**config.mk**
```make
export PLATFORM = sky130hd
export DESIGN_NAME = uart_rx_word
export DESIGN_NICKNAME = d
export VERILOG_FILES = /design/src/rtl/uart_rx_word.sv
export SDC_FILE = /design/constraint.sdc
export NUM_CORES = 1
export LEC_CHECK = 0
export ABC_AREA = 0
export CELL_PAD_IN_SITES_DETAIL_PLACEMENT = 0
export CELL_PAD_IN_SITES_GLOBAL_PLACEMENT = 1
export CORE_ASPECT_RATIO = 1.5
export CORE_UTILIZATION = 45
export CTS_BUF_LIST = sky130_fd_sc_hd__clkbuf_2 sky130_fd_sc_hd__clkbuf_4 sky130_fd_sc_hd__clkbuf_8
export CTS_CLUSTER_SIZE = 28
export DETAILED_ROUTE_END_ITERATION = 8
export HOLD_SLACK_MARGIN = 0.15
export PLACE_DENSITY = 0.8
export REMOVE_ABC_BUFFERS = 1
export SYNTH_ARGS = -nofsm -noshare
export SYNTH_HDL_FRONTEND = slang
export SYNTH_SLANG_ARGS = --single-unit
export TNS_END_PERCENT = 20
```
**constraint.sdc**
```tcl
create_clock -name clk -period 8 [get_ports clk]
set_clock_uncertainty 0.1 [all_clocks]
set_input_delay 2.4 -clock clk [delete_from_list [all_inputs] [get_ports clk]]
set_output_delay 2.4 -clock clk [all_outputs]
set_load 0.005 [all_outputs]
```
**src/rtl/uart_rx_word.sv**
```systemverilog
// uart_rx_word: 8N1 UART receiver (LSB first, idle-high line). It collects
// 1-4 consecutive bytes into one 32-bit word and presents the word with a
// single-cycle valid pulse. There is no backpressure.
//
// Ports:
//   clk          system clock
//   rstn         asynchronous active-low reset
//   rx           serial input, asynchronous to clk, idle high
//   num_of_data  bytes per word (0 -> 1, >=4 -> 4), latched at the first byte
//   dat          assembled word; byte k in dat[8k+7:8k], unused bytes zero
//   dat_valid    one-cycle pulse when dat is updated
//   frame_err    one-cycle pulse on a bad stop bit
//   busy         frame in progress or word partially assembled
module uart_rx_word #(
    parameter int CLKS_PER_BIT = 16,
    parameter int CNT_W        = 16
) (
    input  logic        clk,
    input  logic        rstn,
    input  logic        rx,
    input  logic [2:0]  num_of_data,
    output logic [31:0] dat,
    output logic        dat_valid,
    output logic        frame_err,
    output logic        busy
);

    localparam logic [CNT_W-1:0] CNT_MID  = CNT_W'(CLKS_PER_BIT/2 - 1);
    localparam logic [CNT_W-1:0] CNT_LAST = CNT_W'(CLKS_PER_BIT - 1);

    typedef enum logic [2:0] {
        IDLE, START, DATA, STOP, BREAK
    } state_e;

    state_e           state_q, state_d;
    logic             rx_meta_q, rx_s_q;
    logic [CNT_W-1:0] cnt_q, cnt_d;
    logic [2:0]       bit_q, bit_d;
    logic [1:0]       byte_idx_q, byte_idx_d;
    logic [1:0]       last_idx_q, last_idx_d;   // latched byte count minus one
    logic [7:0]       shift_q, shift_d;
    logic [31:0]      word_q, word_d;
    logic [31:0]      dat_q, dat_d;
    logic             dat_valid_q, dat_valid_d;
    logic             frame_err_q, frame_err_d;

    logic [1:0]       clamp_idx;
    logic [31:0]      word_ins;   // word buffer with the current byte inserted
    logic [31:0]      word_mask;  // keeps only the bytes belonging to this word

    // Two-flop synchronizer; resets to the idle level so reset never looks
    // like a start bit.
    always_ff @(posedge clk or negedge rstn) begin
        if (!rstn) begin
            rx_meta_q <= 1'b1;
            rx_s_q    <= 1'b1;
        end else begin
            rx_meta_q <= rx;
            rx_s_q    <= rx_meta_q;
        end
    end

    always_comb begin
        case (num_of_data)
            3'd0, 3'd1: clamp_idx = 2'd0;
            3'd2:       clamp_idx = 2'd1;
            3'd3:       clamp_idx = 2'd2;
            default:    clamp_idx = 2'd3;
        endcase
    end

    always_comb begin
        word_ins  = word_q;
        word_mask = '0;
        for (int k = 0; k < 4; k++) begin
            if (byte_idx_q == 2'(k)) word_ins[8*k +: 8] = shift_q;
            if (2'(k) <= last_idx_q) word_mask[8*k +: 8] = 8'hFF;
        end
    end

    always_comb begin
        state_d     = state_q;
        cnt_d       = cnt_q;
        bit_d       = bit_q;
        byte_idx_d  = byte_idx_q;
        last_idx_d  = last_idx_q;
        shift_d     = shift_q;
        word_d      = word_q;
        dat_d       = dat_q;
        dat_valid_d = 1'b0;
        frame_err_d = 1'b0;

        case (state_q)
            IDLE: begin
                if (!rx_s_q) begin
                    state_d = START;
                    cnt_d   = '0;
                end
            end
            START: begin
                if (cnt_q == CNT_MID) begin
                    if (!rx_s_q) begin
                        state_d = DATA;
                        cnt_d   = '0;
                        bit_d   = '0;
                        if (byte_idx_q == 2'd0) last_idx_d = clamp_idx;
                    end else begin
                        state_d = IDLE;
                    end
                end else begin
                    cnt_d = cnt_q + 1'b1;
                end
            end
            DATA: begin
                if (cnt_q == CNT_LAST) begin
                    cnt_d   = '0;
                    shift_d = {rx_s_q, shift_q[7:1]};
                    bit_d   = bit_q + 1'b1;
                    if (bit_q == 3'd7) state_d = STOP;
                end else begin
                    cnt_d = cnt_q + 1'b1;
                end
            end
            STOP: begin
                if (cnt_q == CNT_LAST) begin
                    cnt_d = '0;
                    if (rx_s_q) begin
                        state_d = IDLE;
                        if (byte_idx_q == last_idx_q) begin
                            dat_d       = word_ins & word_mask;
                            dat_valid_d = 1'b1;
                            byte_idx_d  = 2'd0;
                            word_d      = '0;
                        end else begin
                            word_d     = word_ins;
                            byte_idx_d = byte_idx_q + 1'b1;
                        end
                    end else begin
                        state_d     = BREAK;
                        frame_err_d = 1'b1;
                        byte_idx_d  = 2'd0;
                        word_d      = '0;
                    end
                end else begin
                    cnt_d = cnt_q + 1'b1;
                end
            end
            BREAK: begin
                // Hold off until the line is released, so a stuck-low line is
                // not decoded as a stream of start bits.
                if (rx_s_q) state_d = IDLE;
            end
            default: state_d = IDLE;
        endcase
    end

    always_ff @(posedge clk or negedge rstn) begin
        if (!rstn) begin
            state_q     <= IDLE;
            cnt_q       <= '0;
            bit_q       <= '0;
            byte_idx_q  <= '0;
            last_idx_q  <= '0;
            shift_q     <= '0;
            word_q      <= '0;
            dat_q       <= '0;
            dat_valid_q <= 1'b0;
            frame_err_q <= 1'b0;
        end else begin
            state_q     <= state_d;
            cnt_q       <= cnt_d;
            bit_q       <= bit_d;
            byte_idx_q  <= byte_idx_d;
            last_idx_q  <= last_idx_d;
            shift_q     <= shift_d;
            word_q      <= word_d;
            dat_q       <= dat_d;
            dat_valid_q <= dat_valid_d;
            frame_err_q <= frame_err_d;
        end
    end

    assign dat       = dat_q;
    assign dat_valid = dat_valid_q;
    assign frame_err = frame_err_q;
    assign busy      = (state_q != IDLE) || (byte_idx_q != 2'd0);

endmodule
```
### Word level (Yosys, flattened, before mapping)

Cells that the tools add are included.

* bits in registers: 102
* input port bits: 6

* muxes and demuxes: 37
* bitwise gates (word level): 2
* $lt $le $gt $ge: 4
* equality and inequality tests: 21
* $add $sub $neg: 3
* reduce and logical (&&, ||, !) cells: 16

Operators by type and width (number)
* 32-bit 2-to-1 mux: 2
* 8-bit 2-to-1 mux: 8
* 16-bit 2-to-1 mux: 3
* 16-bit one-hot mux with 3 select lines: 1
* 32-bit bitwise AND: 1
* 3-bit 2-to-1 mux: 10
* 16-bit by 1-bit adder with 16-bit output (second input constant): 1
* 16-bit by 3-bit equality test with 1-bit output (second input constant): 1
* 16-bit by 4-bit equality test with 1-bit output (second input constant): 1
* 3-bit one-hot mux with 5 select lines: 1
* 2-bit inequality test (second input constant): 7
* 3-bit by 2-bit equality test with 1-bit output (second input constant): 4
* 4-bit AND reduction: 3
* 1-bit 2-to-1 mux: 7
* 3-bit by 1-bit equality test with 1-bit output (second input constant): 2
* 3-bit equality test (second input constant): 2
* 3-bit logical NOT: 2
* 2-bit 2-to-1 mux: 3
* 2-bit one-hot mux with 3 select lines: 1
* 3-bit one-hot mux with 2 select lines: 1
* 6-bit AND reduction: 1
* 3-bit nonzero test: 2
* 2-bit equality test (second input constant): 2
* 1-bit by 2-bit <= comparator with 1-bit output (first input constant): 2
* other kinds (11): 15

### Longest topological paths before layout

* depth after elaboration: 5
* depth in mapped cells: 9
* depth with buffers taken out: 6

### Worst setup path before layout

No wires, ideal clock.

* kind: reg-to-output
* start point: register byte_idx_q[0]
* end point: output busy
* arrival: 1356 ps
* slack: 4144 ps
* data required time: 5500 ps
* stages on the path, launching flop included: 6
* cells stage by stage: dfrtp_1 -> inv_1 -> ha_1 -> clkbuf_1 -> nor2b_1 -> nand2_1

* word-level cells in the longest chain between the ends: 2

Ends and longest elaborated chain
* start, declared: line 39 `logic [1:0] byte_idx_q, byte_idx_d;`
* start signal, assigned: line 173 `byte_idx_q <= byte_idx_d;`
* 2-bit nonzero test: line 186 `assign busy = (state_q != IDLE) || (byte_idx_q != 2'd0);`
* 1-bit logical OR: line 186
* end, declared: line 25 `output logic busy`

Every way passes these cells.

### Final worst setup path

Ends and elaborated chain as after synthesis.

==> flow_summary.ini <==
[outcome]
outcome = finished clean

[worst_hold_path]
hold_path.class = register to register
holdPathStages = 0

[worst_setup_path]
path_class = register to output port
end_kind = output port
r2r_cells = 5
cp_data_required_time_ps = 5500
critPathMaxFanout = 11
start_kind = register
arrival_ps = 2300

[timing]
final.min_clock_period_ps = 4803
tns_ps = 0
finalCritPeriodShare = 0.6004
slew_headroom = 0.4225
worstMarginPinSlew_ps = 866.3
hold_ws_ps = 265.4
rsz0062_at_grt = no
fmax_mhz = 208.2
setup_viol = 0
maxSlewViolCount = 0
finalHoldViolations = 0
setup_slack_ps = 3197

[clock_tree]
cts_tree = done
clkSlewWorstSetupHoldPaths_ps = 90
cts.path.max_buffers = 2
clk_latency_ps = 370
cts_made_buffers = 9
htree_num_levels = 3
numClockSinks = 102
cts_setup_buffers = 0
ctsResizeCount = 0
clockRootBuffer = clkbuf_8
postCtsHoldBufs = 0

[power_and_ir_drop]
peakVddDrop_mv = 0.08379
powerDensity_mw_per_mm2 = 201.1
p_leak_nw = 2.676

[global_routing]
grtUsageMet3 = 0.01898
grt_max_degree = 72
grt_pass1_wl_um = 17990
use_met2 = 0.3682
grt_antenna_before_repair = 0
track_usage = 0.2077
grt_overflow_total = 0
grt.busiest_layer = met2
first_global_vias = 3572
met1_usage = 0.2511

[route]
drc_errors = 0
dr.pass1.iters = 5
ant_nets = 0
wl_per_cell_um = 16.47
via_per_inst = 5.499
wl_um = 10490
initialDrtViolationCount = 176
vias = 3503

[logic_synthesis]
syn-cell-area_mm2 = 0.004892
synth_ff_type = dfrtp_1
ys_ff_latch = 102
synth_compound_area_frac = 0.1767
synth-seq-area-share = 0.5223
synth_edf_count = 0
ys_warn_count = 0
synthAdderAreaFrac = 0.01790
yosys-mux-area-fraction = 0.09233
synth-async-reset-ratio = 1.000
syn_area_per_cell_um2 = 10.52
synthSimpleGateAreaFrac = 0.1488
ys_types = 50
synthXorXnorAreaFrac = 0.005371
synth_cells = 465
synth_top_family_by_area = compound AO/OA/AOI/OAI gates

[cells_and_area]
finalNetCount = 501
syn_to_final_growth_pct = 13.48
diodes = 0
fin_area_mm2 = 0.005552
fin_util = 0.5242
seqCellArea_mm2 = 0.002555
multi_input_area_mm2 = 0.002158
drive_above_1_share = 0.08114
final_cell_mix = dfrtp_1 (100), nand2_1 (76), o21ai_0 (42)
fill_cells = 1009
final_common_cell = dfrtp_1

[die]
die_w_um = 87.14
die_area_mm2 = 0.01130
start_util = 0.4620
coreArea_mm2 = 0.01059
ioPinCount = 41
die_y_um = 129.7
fp-row-count = 46

[place]
dp_hpwl_um = 7399
gp_congestion = 0.8037
port_buffers = 40
placed_area_mm2 = 0.005351
pre_cts_slack_ps = 3622

[run]
maxCapViolations = 0
-- where the power goes --
part | switching [mW] | internal (mW) | total, mW
Clock | 0.179 | 0.150 | 0.330
Combinational | 0.127 | 0.0739 | 0.201
Sequential | 0.0469 | 0.539 | 0.586
Total | 0.353 | 0.763 | 1.12
-- worst max-delay path: stages (launching register included) --
cell and delay [ps]:
dfrtp_1 450, inv_1 150, ha_1 560, nor2b_1 230, nand2_1 90, clkdlybuf4s50_1 460
-- cell type report --
type,count,area share
clock buffers,10,0.02366
clock inverters,6,0.01240
inverters,12,0.008114
multi-input cells,321,0.3888
flip-flops and latches,102,0.4602
well taps,144,0.03245
repair buffers,42,0.07437
-- routing by layer --
metal / up-vias / routed length [µm]
li1: 1699 / -
met1: 1726 / 4505
met2: 63 / 5498
met3: 15 / 213
met4: 0 / 273
met5: - / 0
-- state kept, by name, summed over array words and instances (netlist names) --
name and cells:
dat 32, word_q 32, cnt_q 16, shift_q 8, bit_q 3, state_q 3
byte_idx_q 2, last_idx_q 2, dat_valid 1, frame_err 1, rx_meta_q 1, rx_s_q 1
-- worst paths after layout --
path / slack (ps) / to / startpoint
min in group asynchronous: 1850 / dat[21] / rstn
hold reg to reg: 270 / rx_s_q / rx_meta_q
setup / recovery: 3200 / busy / byte_idx_q[0]
setup reg to reg: 4920 / cnt_q[14] / cnt_q[7]
hold / removal: 270 / rx_s_q / rx_meta_q
max in group asynchronous: 4730 / cnt_q[12] / rstn
-- metrics by stage --
stage / cells / total power [mW]
2_1_floorplan: 435 / 0.7247
3_5_place_dp: 621 / 0.7977
3_3_place_gp: 621 / 0.7932
5_1_grt: 637 / 1.179
4_1_cts: 637 / 1.131
6_report: 637 / 1.117
-- synth_stat cells, types with 2 or more instances --
master | n | area (µm²)
nor3_4 | 2 | 32.53
dfrtp_1 | 100 | 2502
or3_1 | 5 | 31.28
buf_6 | 2 | 22.52
mux2i_1 | 35 | 350.3
ha_1 | 7 | 87.58
clkbuf_1 | 11 | 41.29
or4_1 | 5 | 37.54
mux2_2 | 9 | 101.4
and3_1 | 11 | 68.82
a31o_2 | 2 | 17.52
a21oi_1 | 20 | 100.1
nand2_1 | 76 | 285.3
nand4_1 | 6 | 37.54
buf_1 | 12 | 45.04
nor2_1 | 11 | 41.29
a21bo_1 | 32 | 320.3
nand2b_1 | 3 | 18.77
o21ai_0 | 42 | 210.2
nor3_1 | 5 | 25.02
a31oi_1 | 6 | 37.54
or4_4 | 2 | 22.52
nand3_1 | 11 | 55.05
o2111ai_1 | 4 | 35.03
a41oi_1 | 2 | 17.52
xor2_1 | 2 | 17.52
inv_1 | 12 | 45.04
a22o_1 | 3 | 26.28
buf_2 | 5 | 25.02
dfstp_2 | 2 | 52.55
-- cells by family after synthesis --
logic type                 Yosys count
and+or+nand+nor                    145
AOI/OAI and AO/OA                  122
DFF                                102
muxes                               44
buffers and inverters               42
adders and majority gates            7
xor gates and xnor gates             3
Note: power is estimated with default switching activity, not from simulation.
